==> src/rtl/fifo_chk_sat_cnt.sv <==
// Event counter with synchronous clear and optional saturation.
//   i_clk/i_rst_n : clock, async active-low reset
//   i_clr         : synchronous clear, wins over i_inc
//   i_inc         : count one event
//   o_cnt         : current count (holds at all-ones when SAT=1, wraps otherwise)
module fifo_chk_sat_cnt #(
  parameter int WIDTH = 16,
  parameter bit SAT   = 1'b1
) (
  input  logic             i_clk,
  input  logic             i_rst_n,
  input  logic             i_clr,
  input  logic             i_inc,
  output logic [WIDTH-1:0] o_cnt
);
  logic [WIDTH-1:0] r_cnt;
  logic             w_hold;

  assign w_hold = SAT && (&r_cnt);

  always_ff @(posedge i_clk or negedge i_rst_n) begin
    if (!i_rst_n)              r_cnt <= '0;
    else if (i_clr)            r_cnt <= '0;
    else if (i_inc && !w_hold) r_cnt <= r_cnt + WIDTH'(1);
  end

  assign o_cnt = r_cnt;
endmodule

==> config.mk <==
export PLATFORM = sky130hd
export DESIGN_NAME = fifo_chk_sat_cnt
export DESIGN_NICKNAME = d
export VERILOG_FILES = /design/src/rtl/fifo_chk_sat_cnt.sv
export SDC_FILE = /design/constraint.sdc
export NUM_CORES = 1
export LEC_CHECK = 0
export ABC_AREA = 1
export BUFFER_PORTS_ARGS = -buffer_cell sky130_fd_sc_hd__buf_2
export CAP_MARGIN = 20
export CORE_UTILIZATION = 48
export DETAILED_ROUTE_END_ITERATION = 6
export PLACE_DENSITY = 0.74
export RECOVER_POWER = 50
export SYNTH_ARGS = -nofsm -noshare
export SYNTH_HDL_FRONTEND = slang
export SYNTH_SLANG_ARGS = --single-unit
==> constraint.sdc <==
create_clock -name i_clk -period 1.5 [get_ports i_clk]
set_clock_uncertainty 0.2 [all_clocks]
set_input_delay 0.15 -clock i_clk [delete_from_list [all_inputs] [get_ports i_clk]]
set_output_delay 0.15 -clock i_clk [all_outputs]
set_load 0.005 [all_outputs]
==> results of run 1 <==
layout by cell type (no fill, tap or decap), types with 2 or more instances in the layout:
| cell type | synthesis | routed |
|---|---|---|
| xnor2_1 | 3 | 3 |
| nand3b_1 | 2 | 2 |
| buf_6 | 1 | 3 |
| o21ai_0 | 2 | 2 |
| buf_4 | 0 | 23 |
| dlygate4sd3_1 | 0 | 2 |
| nand3_1 | 13 | 11 |
| nor2_2 | 1 | 3 |
| buf_2 | 0 | 18 |
| nand4_1 | 5 | 5 |
| nand3_2 | 0 | 2 |
| clkbuf_4 | 0 | 3 |
| nor2_4 | 3 | 5 |
| nand2_1 | 52 | 48 |
| nand2_2 | 2 | 5 |
| a21oi_1 | 5 | 4 |
| dfrtp_1 | 16 | 16 |
| inv_1 | 10 | 10 |
| nor2_1 | 21 | 18 |
kinds of logic after synthesis:
logic type               synth area share [%]
AND/OR/NAND/NOR                          44.5
flip-flops                               39.8
buffers and inverters                    6.34
AO/OA/AOI/OAI                            5.59
XOR/XNOR                                 2.61
adder cells (fa/ha/maj)                  1.24
what timing repair did:
item                       in CTS  in global routing
hold buffers                    2                  0
setup endpoints to repair      16                 16
pin swaps                       2                  8
buffers inserted                2                  1
gates cloned                    0                  1
resized for setup               4                 13
hold endpoints to repair       19                  0
report_power, final:
group | switching (mW) | total [mW] | internal [mW]
Combinational | 0.0504 | 0.0846 | 0.0342
Clock | 0.138 | 0.232 | 0.0935
Sequential | 0.00323 | 0.439 | 0.436
worst min path at each step:
stage,start,to,slack [ns],depth (start not counted)
2_1_floorplan,i_rst_n,o_cnt[0]$_DFFE_PN0P_,-0.35,0
3_3_place_gp,i_rst_n,o_cnt[9]$_DFFE_PN0P_,-0.12,1
3_5_place_dp,i_rst_n,o_cnt[9]$_DFFE_PN0P_,-0.12,1
4_1_cts,i_inc,o_cnt[12]$_DFFE_PN0P_,0.03,4
5_1_grt,i_inc,o_cnt[12]$_DFFE_PN0P_,0.06,4
6_report,i_inc,o_cnt[12]$_DFFE_PN0P_,0.04,4
metal layers:
layer	vias up	GRT usage, %
li1	570	-
met4	0	10.0
met3	4	4.53
met2	42	38.6
met5	-	0
met1	531	32.3
critical path, cell delays in order (launching register included):
cell,delay (ns)
dfrtp_1,0.37
ha_2,0.20
nand2_2,0.08
nor2_4,0.14
nand2_4,0.07
nor2_4,0.15
buf_6,0.13
nor2_2,0.05
nand3_1,0.08
nand2_1,0.06
metrics by stage:
step / hold WS (ns) / power [mW] / cells
after floorplan: -0.346 / 0.481 / 146
after global placement: -0.122 / 0.516 / 213
after detailed placement: -0.116 / 0.519 / 213
after CTS: 0.0262 / 0.754 / 220
after global routing: 0.0553 / 0.782 / 222
final: 0.0437 / 0.755 / 222
area by class of cell:
cell class | instances | area (µm²)
multi-input combinational | 116 | 611
fill | 163 | 523
sequential | 16 | 400
timing repair buffer | 47 | 320
inverter | 13 | 51.3
tap | 27 | 33.8
clock buffer | 3 | 22.5
==> summary.md, run 1 <==
| Metric | Value |
|---|---|
| Status | finished, violations left |
| Failing checks | setup timing |
| Vias in the first global route | 869 |
| RSZ-0062 raised after global routing | true |
| Yosys warning total | 0 |
| # IOs | 20 |
| Port bufs | 19 |
| Final net count | 202 |
| Antenna Nets Post-Route | 0 |
| Iteration-0 DRC count of the detailed router | 24 |
| N_diodes | 0 |
| Overall Global Routing Usage | 24.3% |
| CP arrival | 1.64 ns |
| DIE HEIGHT | 47.8 µm |
| Setup crit end | o_cnt[6]$_DFFE_PN0P_ |
| Final setup fails | 16 |
| Die X-Extent | 47.8 µm |
| Setup_tns | -2.13 ns |
| Worst-Margin Slew | 0.847 ns |
| Hpwl dp | 1890 µm |
| Fin. Hold Viols | 0 |
| Post-synthesis cell type count | 22 |
| Fin worst setup slack | -0.160 ns |
| GR Overflow Total | 0 |
| Die area | 0.00229 mm² |
| Most used DFF post-synth | dfrtp_1 |
| Initial core utilization | 51.3% |
| Site row count | 16 |
| Setup slack at placement | -0.152 ns |
| Slew Limit Fails | 0 |
| WL per Instance | 11.9 µm |
| Drt total wl | 2650 µm |
| Sequential area share after synthesis | 39.8% |
| Max Cap Violations | 0 |
| Crit start category | register |
| Synthesized area per cell | 6.90 µm² |
| Synthesis-stage register bit count | 16 |
| Min cycle time layout | 1.66 ns |
| P_leak | 0.731 nW |
| Post-DP Area | 0.00131 mm² |
| Routed via count | 1147 |
| CP Data Required Time | 1.48 ns |
| Worst Path Class, Setup | reg -> reg |
| DR top layer | met4 |
| Share of cells above drive strength 1 | 35.4% |
| FF-to-FF path depth | 9 |
| Largest net degree at the start of global routing | 17 |
| Initial antenna violation count | 0 |
| Reg-to-Reg Start | o_cnt[1]$_DFFE_PN0P_ |
| CTS tree | yes |
| Fmax | 602 MHz |
| Most frequent cell after synthesis | nand2_1 |
| Syn Inst Count | 146 |
| Reg2reg end | o_cnt[6]$_DFFE_PN0P_ |
| Setup crit end kind | register |
| Peak VDD IR | 0.000522 V |
| Largest register FFs | 16 |
| Met1 wire length | 1160 µm |
| DR vias/cell | 5.17 |
| DRC | 0 |
| Yosys top cell by area | dfrtp_1 |
| Crit path launch | o_cnt[1]$_DFFE_PN0P_ |
| Syn_nets | 151 |
| Post-Syn Area | 0.00101 mm² |
| Top cells by area, synth | dfrtp_1, nand2_1, nor2_1, nand3_1, inv_1 |
| Final cycle utilization of the critical path | 111% |
| Clock slew at reported path FFs | 0.10 ns |
| H-tree depth | 1 |
| Clk_lat worst skew | 0.30 ns |
| Met2 WL post-DR | 1290 µm |
| Met3 wire length | 151 µm |
| CTS buffer count | 3 |
| Clk buf depth | 2 |
| Critical-path maximum fanout | 4 |
| Core Util, Final | 73.3% |
| DRT Pass-1 Iters | 4 |
| Top-area cell type share of the netlist area | 39.8% |
| Share of flip-flops with an asynchronous set or reset | 100% |
| Gpl congestion | 0.903 |
| Layout Area Growth over Synthesis | 42.9% |
| Slew headroom | 43.6% |
| Clk root buf | clkbuf_4 |
| Post-Layout Inst Area | 0.00144 mm² |
| Min-Delay Path Class | in -> reg |
| Commonest cells in the netlist | nand2_1, nor2_1, dfrtp_1 |
| Core area | 0.00196 mm² |
| Power density over the cells | 525 mW/mm² |
| Setup slack, reg-to-reg | -0.16 ns |
| Global-route wire length before repair | 3770 µm |
| Count of flip-flops with a built-in enable after synthesis | 0 |
| CTS sink count | 16 |
Power figures use the tool's default switching activity.
==> run 2: changes to the inputs <==
--- a/config.mk
+++ b/config.mk
@@ -9,6 +9,7 @@
 export BUFFER_PORTS_ARGS = -buffer_cell sky130_fd_sc_hd__buf_2
 export CAP_MARGIN = 20
 export CORE_UTILIZATION = 48
+export CTS_CLUSTER_SIZE = 8
 export DETAILED_ROUTE_END_ITERATION = 6
 export PLACE_DENSITY = 0.74
 export RECOVER_POWER = 50
==> constraint.sdc (replaced) <==
create_clock -name i_clk -period 1.4 [get_ports i_clk]
set_clock_uncertainty 0.2 [all_clocks]
set_input_delay 0.14 -clock i_clk [delete_from_list [all_inputs] [get_ports i_clk]]
set_output_delay 0.14 -clock i_clk [all_outputs]
set_load 0.005 [all_outputs]
==> run 2 against run 1 <==
Against the previous run:
- setup slack got worse by 0.13 ns
- power increased by 18%
- highest routed layer unchanged
- hold slack worse by 0.10 ns
- clock-buffer cell count increased by 1
- first-iteration DRC count rose by 110%
- cell count grew 2.3%
- die area is the same
- critical path depth is the same
- register-to-register slack got worse by 0.13 ns
- maximum frequency fell by 1.8%
- the run ends with hold timing, setup timing left
- largest cell class unchanged
==> summary.md, run 2 (synthesized netlist as in run 1, its figures left out) <==
| Metric | Value |
|---|---|
| Fmax | 592 MHz (-1.8%) |
| Reg-to-Reg Start | o_cnt[0]$_DFFE_PN0P_ |
| Hpwl dp | 1980 µm (+4.9%) |
| Post-Layout Inst Area | 0.00150 mm² (+4.4%) |
| Cell Count, Final, Fillers Out | 227 (+2.3%) |
| Met1 Use GR | 34.7% (+2.4 points) |
| Overall Global Routing Usage | 26.7% (+2.4 points) |
| P_leak | 0.778 nW (+6.5%) |
| H-tree depth | 1 (unchanged) |
| Peak VDD IR | 0.000692 V (+33%) |
| Final net count | 206 (+2.0%) |
| Final setup fails | 16 (unchanged) |
| GR Overflow Total | 0 (unchanged) |
| DRT Pass-1 Iters | 4 (unchanged) |
| Vias in the first global route | 1006 (+16%) |
| Most common cell after layout, fill and taps aside | nand2_1 |
| CP arrival | 1.70 ns (+0.06 ns) |
| Setup crit end kind | register |
| Antenna Nets Post-Route | 0 (unchanged) |
| Share of cells above drive strength 1 | 39.0% (+3.6 points) |
| Worst hold slack | -0.0607 ns (-0.104 ns) |
| CTS buffer count | 3 (unchanged) |
| Hold depth | 4 (unchanged) |
| WL per Instance | 13.8 µm (+16%) |
| CP Data Required Time | 1.41 ns (-0.07 ns) |
| Port bufs | 19 (unchanged) |
| Initial core utilization | 51.3% (unchanged) |
| Setup slack at placement | -0.277 ns (-0.125 ns) |
| Largest register FFs | 16 (unchanged) |
| Worst hold start | i_clr |
| Crit path cell chain | ha_2 -> nand2_2 -> nor2_4 -> nand2_4 -> nor2_4 -> o21ai_4 -> buf_4 -> nand2_1 -> nand2_1 |
| # IOs | 20 (unchanged) |
| N_diodes | 0 (unchanged) |
| Global-route wire length before repair | 4220 µm (+12%) |
| FF-to-FF path depth | 9 (unchanged) |
| Final cycle utilization of the critical path | 121% (+10 points) |
| Routed via count | 1188 (+3.6%) |
| Setup_tns | -3.92 ns (-1.79 ns) |
| Clock slew at reported path FFs | 0.10 ns (about the same) |
| RSZ-0062 raised after global routing | true |
| Fin. Hold Viols | 3 (+3) |
| Critical-path maximum fanout | 4 (unchanged) |
| Gpl congestion | 0.871 (-3.5%) |
| Core area | 0.00196 mm² (unchanged) |
| Die X-Extent | 47.8 µm (unchanged) |
| Crit-path max cell delay | 0.37 ns (about the same) |
| Slew headroom | 40.8% (-2.7 points) |
| Reg2reg end | o_cnt[4]$_DFFE_PN0P_ |
| DRC | 0 (unchanged) |
| Worst-Margin Slew | 0.888 ns (+0.0410 ns) |
| Clk buf depth | 2 (unchanged) |
| Clk_lat worst skew | 0.30 ns (about the same) |
| Hold_buf cts | 2 (unchanged) |
| Clk root buf | clkbuf_4 |
| DR vias/cell | 5.23 (+1.3%) |
| Drt total wl | 3140 µm (+18%) |
| Initial antenna violation count | 0 (unchanged) |
| Die area | 0.00229 mm² (unchanged) |
| Setup slack, reg-to-reg | -0.29 ns (-0.13 ns) |
| Max Cap Violations | 0 (unchanged) |
| WHS Endpoint | o_cnt[9]$_DFFE_PN0P_ |
| DP Cell Count | 218 (+2.3%) |
| Worst Path Class, Setup | reg -> reg |
| Site row count | 16 (unchanged) |
| DIE HEIGHT | 47.8 µm (unchanged) |
| Power density over the cells | 593 mW/mm² (+13%) |
| Layout Area Growth over Synthesis | 49.2% |
| GR peak layer | met2 |
| CTS tree | yes |
| Largest net degree at the start of global routing | 17 (unchanged) |
| GRT met2 Usage | 43.8% (+5.1 points) |
| Status | finished, violations left |
| Slowest cell on crit path | dfrtp_1 |
| Crit start category | register |
| CTS sink count | 16 (unchanged) |
| Fin worst setup slack | -0.290 ns (-0.130 ns) |
| Post-DP Area | 0.00134 mm² (+2.9%) |
| Iteration-0 DRC count of the detailed router | 50 (+110%) |
| M3 GR Usage | 4.15% (-0.38 points) |
| Slew Limit Fails | 0 (unchanged) |
| Min-Delay Path Class | in -> reg |
| Failing checks | hold timing, setup timing |
| Commonest non-fill, non-tap cells in the layout | nand2_1, buf_4, buf_2 |
| Min cycle time layout | 1.69 ns (+0.0301 ns) |
run 2: changes by cell type in the layout (fill, tap and decap cells not counted), sizes merged:
cell / change
clkbuf: +1
buf: +5
nor2: -1
run 2: critical path: cells and delay by family (launching register included):
family | cells | cell delay, ns
simple gates | 6 | 0.56
flops | 1 | 0.37
fa+ha+maj | 1 | 0.19
buf+inv | 1 | 0.16
compound gates | 1 | 0.10
run 2: area by class of cell:
type | count | area (µm²)
multi-input cells | 115 | 634
fillers | 157 | 459
flip-flops and latches | 16 | 400
repair buffers | 52 | 347
inverters | 13 | 51.3
clock buffers | 4 | 36.3
well taps | 27 | 33.8
run 2: per-stage QoR:
| step | utilization (%) | power, mW |
|---|---|---|
| floorplan | - | 0.515 |
| detailed placement | 68.5 | 0.555 |
| global route | 76.6 | 0.918 |
| finish | 76.6 | 0.891 |
| global placement | 68.5 | 0.553 |
| CTS | 73.1 | 0.880 |
run 2: metal layers:
layer  wire [µm]  share of wire [%]
met1        1300                 41
met2        1620                 52
met3         159                5.1
met4          57                1.8
met5           0                  0
run 2: worst max path at each step:
stage                               startpoint               endpoint
after floorplan           o_cnt[0]$_DFFE_PN0P_   o_cnt[9]$_DFFE_PN0P_
after global placement    o_cnt[1]$_DFFE_PN0P_  o_cnt[11]$_DFFE_PN0P_
after detailed placement  o_cnt[1]$_DFFE_PN0P_  o_cnt[11]$_DFFE_PN0P_
after CTS                 o_cnt[0]$_DFFE_PN0P_   o_cnt[4]$_DFFE_PN0P_
after global routing      o_cnt[1]$_DFFE_PN0P_   o_cnt[7]$_DFFE_PN0P_
final                     o_cnt[0]$_DFFE_PN0P_   o_cnt[4]$_DFFE_PN0P_
run 2: repair_timing:
item,in CTS,in global routing
gates cloned,0,0
endpoints found under the hold margin,20,3
setup endpoints to repair,16,16
gates resized for setup,6,16
buffers inserted,2,1
pin swaps,1,4
run 2: report_power, final:
part	internal (mW)	switching, mW
registers	0.467	0.00326
clock network	0.159	0.171
logic	0.0373	0.0542
==> run 3: changes to the inputs <==
--- a/config.mk
+++ b/config.mk
@@ -13,6 +13,7 @@
 export DETAILED_ROUTE_END_ITERATION = 6
 export PLACE_DENSITY = 0.74
 export RECOVER_POWER = 50
+export SETUP_SLACK_MARGIN = 0.3
 export SYNTH_ARGS = -nofsm -noshare
 export SYNTH_HDL_FRONTEND = slang
 export SYNTH_SLANG_ARGS = --single-unit
==> run 3 against run 2 <==
Against the previous run:
- power increased by 1.2%
- first-iteration DRC count is 74% higher
- the run still ends with hold timing, setup timing left
- via count grew 13%
- final area up 14%
- largest cell class unchanged
==> summary.md, run 3 (synthesized netlist as in run 1, its figures left out) <==
| Metric | Value |
|---|---|
| Status | finished, violations left |
| Failing checks | hold timing, setup timing |
| Vias in the first global route | 1186 (+18%) |
| Crit path launch | o_cnt[0]$_DFFE_PN0P_ |
| Multi-input logic area | 639 µm² (+0.79%) |
| Clk_lat worst skew | 0.31 ns (about the same) |
| Fillers | 98 (-38%) |
| Iteration-0 DRC count of the detailed router | 87 (+74%) |
| Post-DP Area | 0.00134 mm² (unchanged) |
| Power density over the cells | 528 mW/mm² (-11%) |
| Critical-path maximum fanout | 4 (unchanged) |
| Gpl congestion | 0.871 (unchanged) |
| DRT Pass-1 Iters | 6 (+2) |
| DR vias/cell | 5.62 (+7.3%) |
| Drt total wl | 4150 µm (+32%) |
| Final setup fails | 17 (+1) |
| Switching part of the total | 26.3% (+0.68 points) |
| Clk buf depth | 2 (unchanged) |
| Peak VDD IR | 0.000582 V (-16%) |
| Die area | 0.00229 mm² (unchanged) |
| Routed via count | 1337 (+13%) |
| Antenna Nets Post-Route | 0 (unchanged) |
| CP arrival | 1.74 ns (+0.04 ns) |
| CTS buffer count | 3 (unchanged) |
| Reg-to-Reg Start | o_cnt[0]$_DFFE_PN0P_ |
| Setup crit end | o_cnt[4]$_DFFE_PN0P_ |
| DP Cell Count | 218 (unchanged) |
| Fmax | 573 MHz (-3.1%) |
| RSZ-0062 raised after global routing | true |
| Commonest non-fill, non-tap cells in the layout | nand2_1, buf_4, buf_6 |
| Clock slew at reported path FFs | 0.11 ns (about the same) |
| Clock power share | 37.1% (about the same) |
| Final cycle utilization of the critical path | 125% (+3.9 points) |
| Share of cells above drive strength 1 | 44.5% (+5.5 points) |
| DIE HEIGHT | 47.8 µm (unchanged) |
| # IOs | 20 (unchanged) |
| Setup crit end kind | register |
| Fin worst setup slack | -0.345 ns (-0.0547 ns) |
| Global-route wire length before repair | 4850 µm (+15%) |
| Int Pwr | 0.665 mW (+0.27%) |
| Largest net degree at the start of global routing | 17 (unchanged) |
| N_diodes | 0 (unchanged) |
| Initial antenna violation count | 0 (unchanged) |
| Reg2reg end | o_cnt[4]$_DFFE_PN0P_ |
| DRC | 0 (unchanged) |
| GR Overflow Total | 0 (unchanged) |
| Sequential power share | 52.1% (-0.6 points) |
| Fin. Hold Viols | 2 (-1) |
| Initial core utilization | 51.3% (unchanged) |
| Worst Path Class, Setup | reg -> reg |
| Sw Pwr | 0.237 mW (+3.9%) |
| Slew Limit Fails | 0 (unchanged) |
| Overall Global Routing Usage | 30.9% (+4.2 points) |
| H-tree depth | 1 (unchanged) |
| Worst hold slack | -0.0296 ns (+0.0312 ns) |
| Hold_buf cts | 2 (unchanged) |
| CTS sink count | 16 (unchanged) |
| Layout Area Growth over Synthesis | 69.4% |
| CP Data Required Time | 1.40 ns (about the same) |
| Core area | 0.00196 mm² (unchanged) |
| CTS tree | yes |
| Final net count | 217 (+5.3%) |
| Largest register FFs | 16 (unchanged) |
| Slew headroom | 40.4% (-0.42 points) |
| Die X-Extent | 47.8 µm (unchanged) |
| Crit start category | register |
| Pwr Total | 0.902 mW (+1.2%) |
| Combinational power share | 10.7% (+0.4 points) |
| Site row count | 16 (unchanged) |
| Min cycle time layout | 1.74 ns (+0.0547 ns) |
| Hpwl dp | 1980 µm (unchanged) |
| FF-to-FF path depth | 9 (unchanged) |
| Crit-path max cell delay | 0.37 ns (about the same) |
| Most common cell after layout, fill and taps aside | nand2_1 |
| Setup slack at placement | -0.277 ns (unchanged) |
| Post-Layout Inst Area | 0.00171 mm² (+14%) |
| Slowest cell on crit path | dfrtp_1 |
| Worst-Margin Slew | 0.894 ns (+0.00628 ns) |
| Port bufs | 19 (unchanged) |
| Setup_tns | -4.31 ns (-0.385 ns) |
| Setup slack, reg-to-reg | -0.34 ns (-0.05 ns) |
| P_leak | 0.849 nW (+9.0%) |
| Register area | 403 µm² (+0.62%) |
| Min-Delay Path Class | in -> reg |
| Crit path cell chain | ha_2 -> nand2_2 -> nor2_4 -> nand2_4 -> nor2_4 -> o21ai_4 -> buf_4 -> nand2_1 -> nand2_1 |
| Max Cap Violations | 0 (unchanged) |
| Cell Count, Final, Fillers Out | 238 (+4.8%) |
| WL per Instance | 17.5 µm (+26%) |
| Clk root buf | clkbuf_4 |
run 3: cell types whose count changed in the layout (fill, tap and decap cells not counted), moves of 2 or more:
cell,delta
buf_6,+23
buf_2,-11
dfrtp_1,-2
dfrtp_2,+2
nor2_2,+2
run 3: area by class of cell:
| type | count | area share, % |
|---|---|---|
| multi-input cells | 115 | 37.5 |
| repair buffers | 63 | 31.8 |
| flip-flops and latches | 16 | 23.6 |
| inverters | 13 | 3.01 |
| clock buffers | 4 | 2.13 |
| well taps | 27 | 1.98 |
run 3: per-stage QoR:
step                hold slack (ns)  util, %
CTS                         -0.0542     80.9
global placement             -0.131     68.5
finish                      -0.0296     87.0
global route                -0.0166     87.0
floorplan                    -0.356        -
detailed placement           -0.125     68.5
run 3: worst min path at each step:
stage / startpoint / endpoint / cells past startpoint
4_1_cts: i_clr / o_cnt[7]$_DFFE_PN0P_ / 4
3_5_place_dp: i_rst_n / o_cnt[9]$_DFFE_PN0P_ / 1
2_1_floorplan: i_rst_n / o_cnt[0]$_DFFE_PN0P_ / 0
6_report: i_clr / o_cnt[9]$_DFFE_PN0P_ / 4
5_1_grt: i_clr / o_cnt[9]$_DFFE_PN0P_ / 4
3_3_place_gp: i_rst_n / o_cnt[9]$_DFFE_PN0P_ / 1
run 3: timing repair:
action | 4_1_cts | 5_1_grt
hold endpoints to repair | 20 | 3
setup endpoints to repair | 32 | 32
buffers inserted | 10 | 4
resized for setup | 25 | 24
pin swaps | 1 | 5
run 3: worst max-delay path, delay by kind of cell, from the launching register on:
kind | cells | cell delay [ns]
buffers and inverters | 1 | 0.17
adders and majority gates | 1 | 0.19
AOI/OAI and AO/OA | 1 | 0.11
and+or+nand+nor | 6 | 0.60
DFF | 1 | 0.37
run 3: power groups by stage:
stage / Sequential (mW) / Combinational (mW) / Clock, mW
6_report: 0.470 / 0.0967 / 0.335
5_1_grt: 0.471 / 0.103 / 0.360
4_1_cts: 0.470 / 0.0882 / 0.323
3_5_place_dp: 0.479 / 0.0757 / 0
3_3_place_gp: 0.479 / 0.0743 / 0
2_1_floorplan: 0.481 / 0.0340 / 0
run 3: metal layers:
metal | GRT usage, % | part of all wire [%] | wire length [µm] | up-vias
met5 | 0 | 0 | 0 | -
met4 | 17.8 | 3.5 | 147 | 0
met3 | 5.66 | 6.6 | 274 | 25
met2 | 50.5 | 51 | 2140 | 86
met1 | 38.0 | 38 | 1600 | 628
li1 | - | - | - | 598
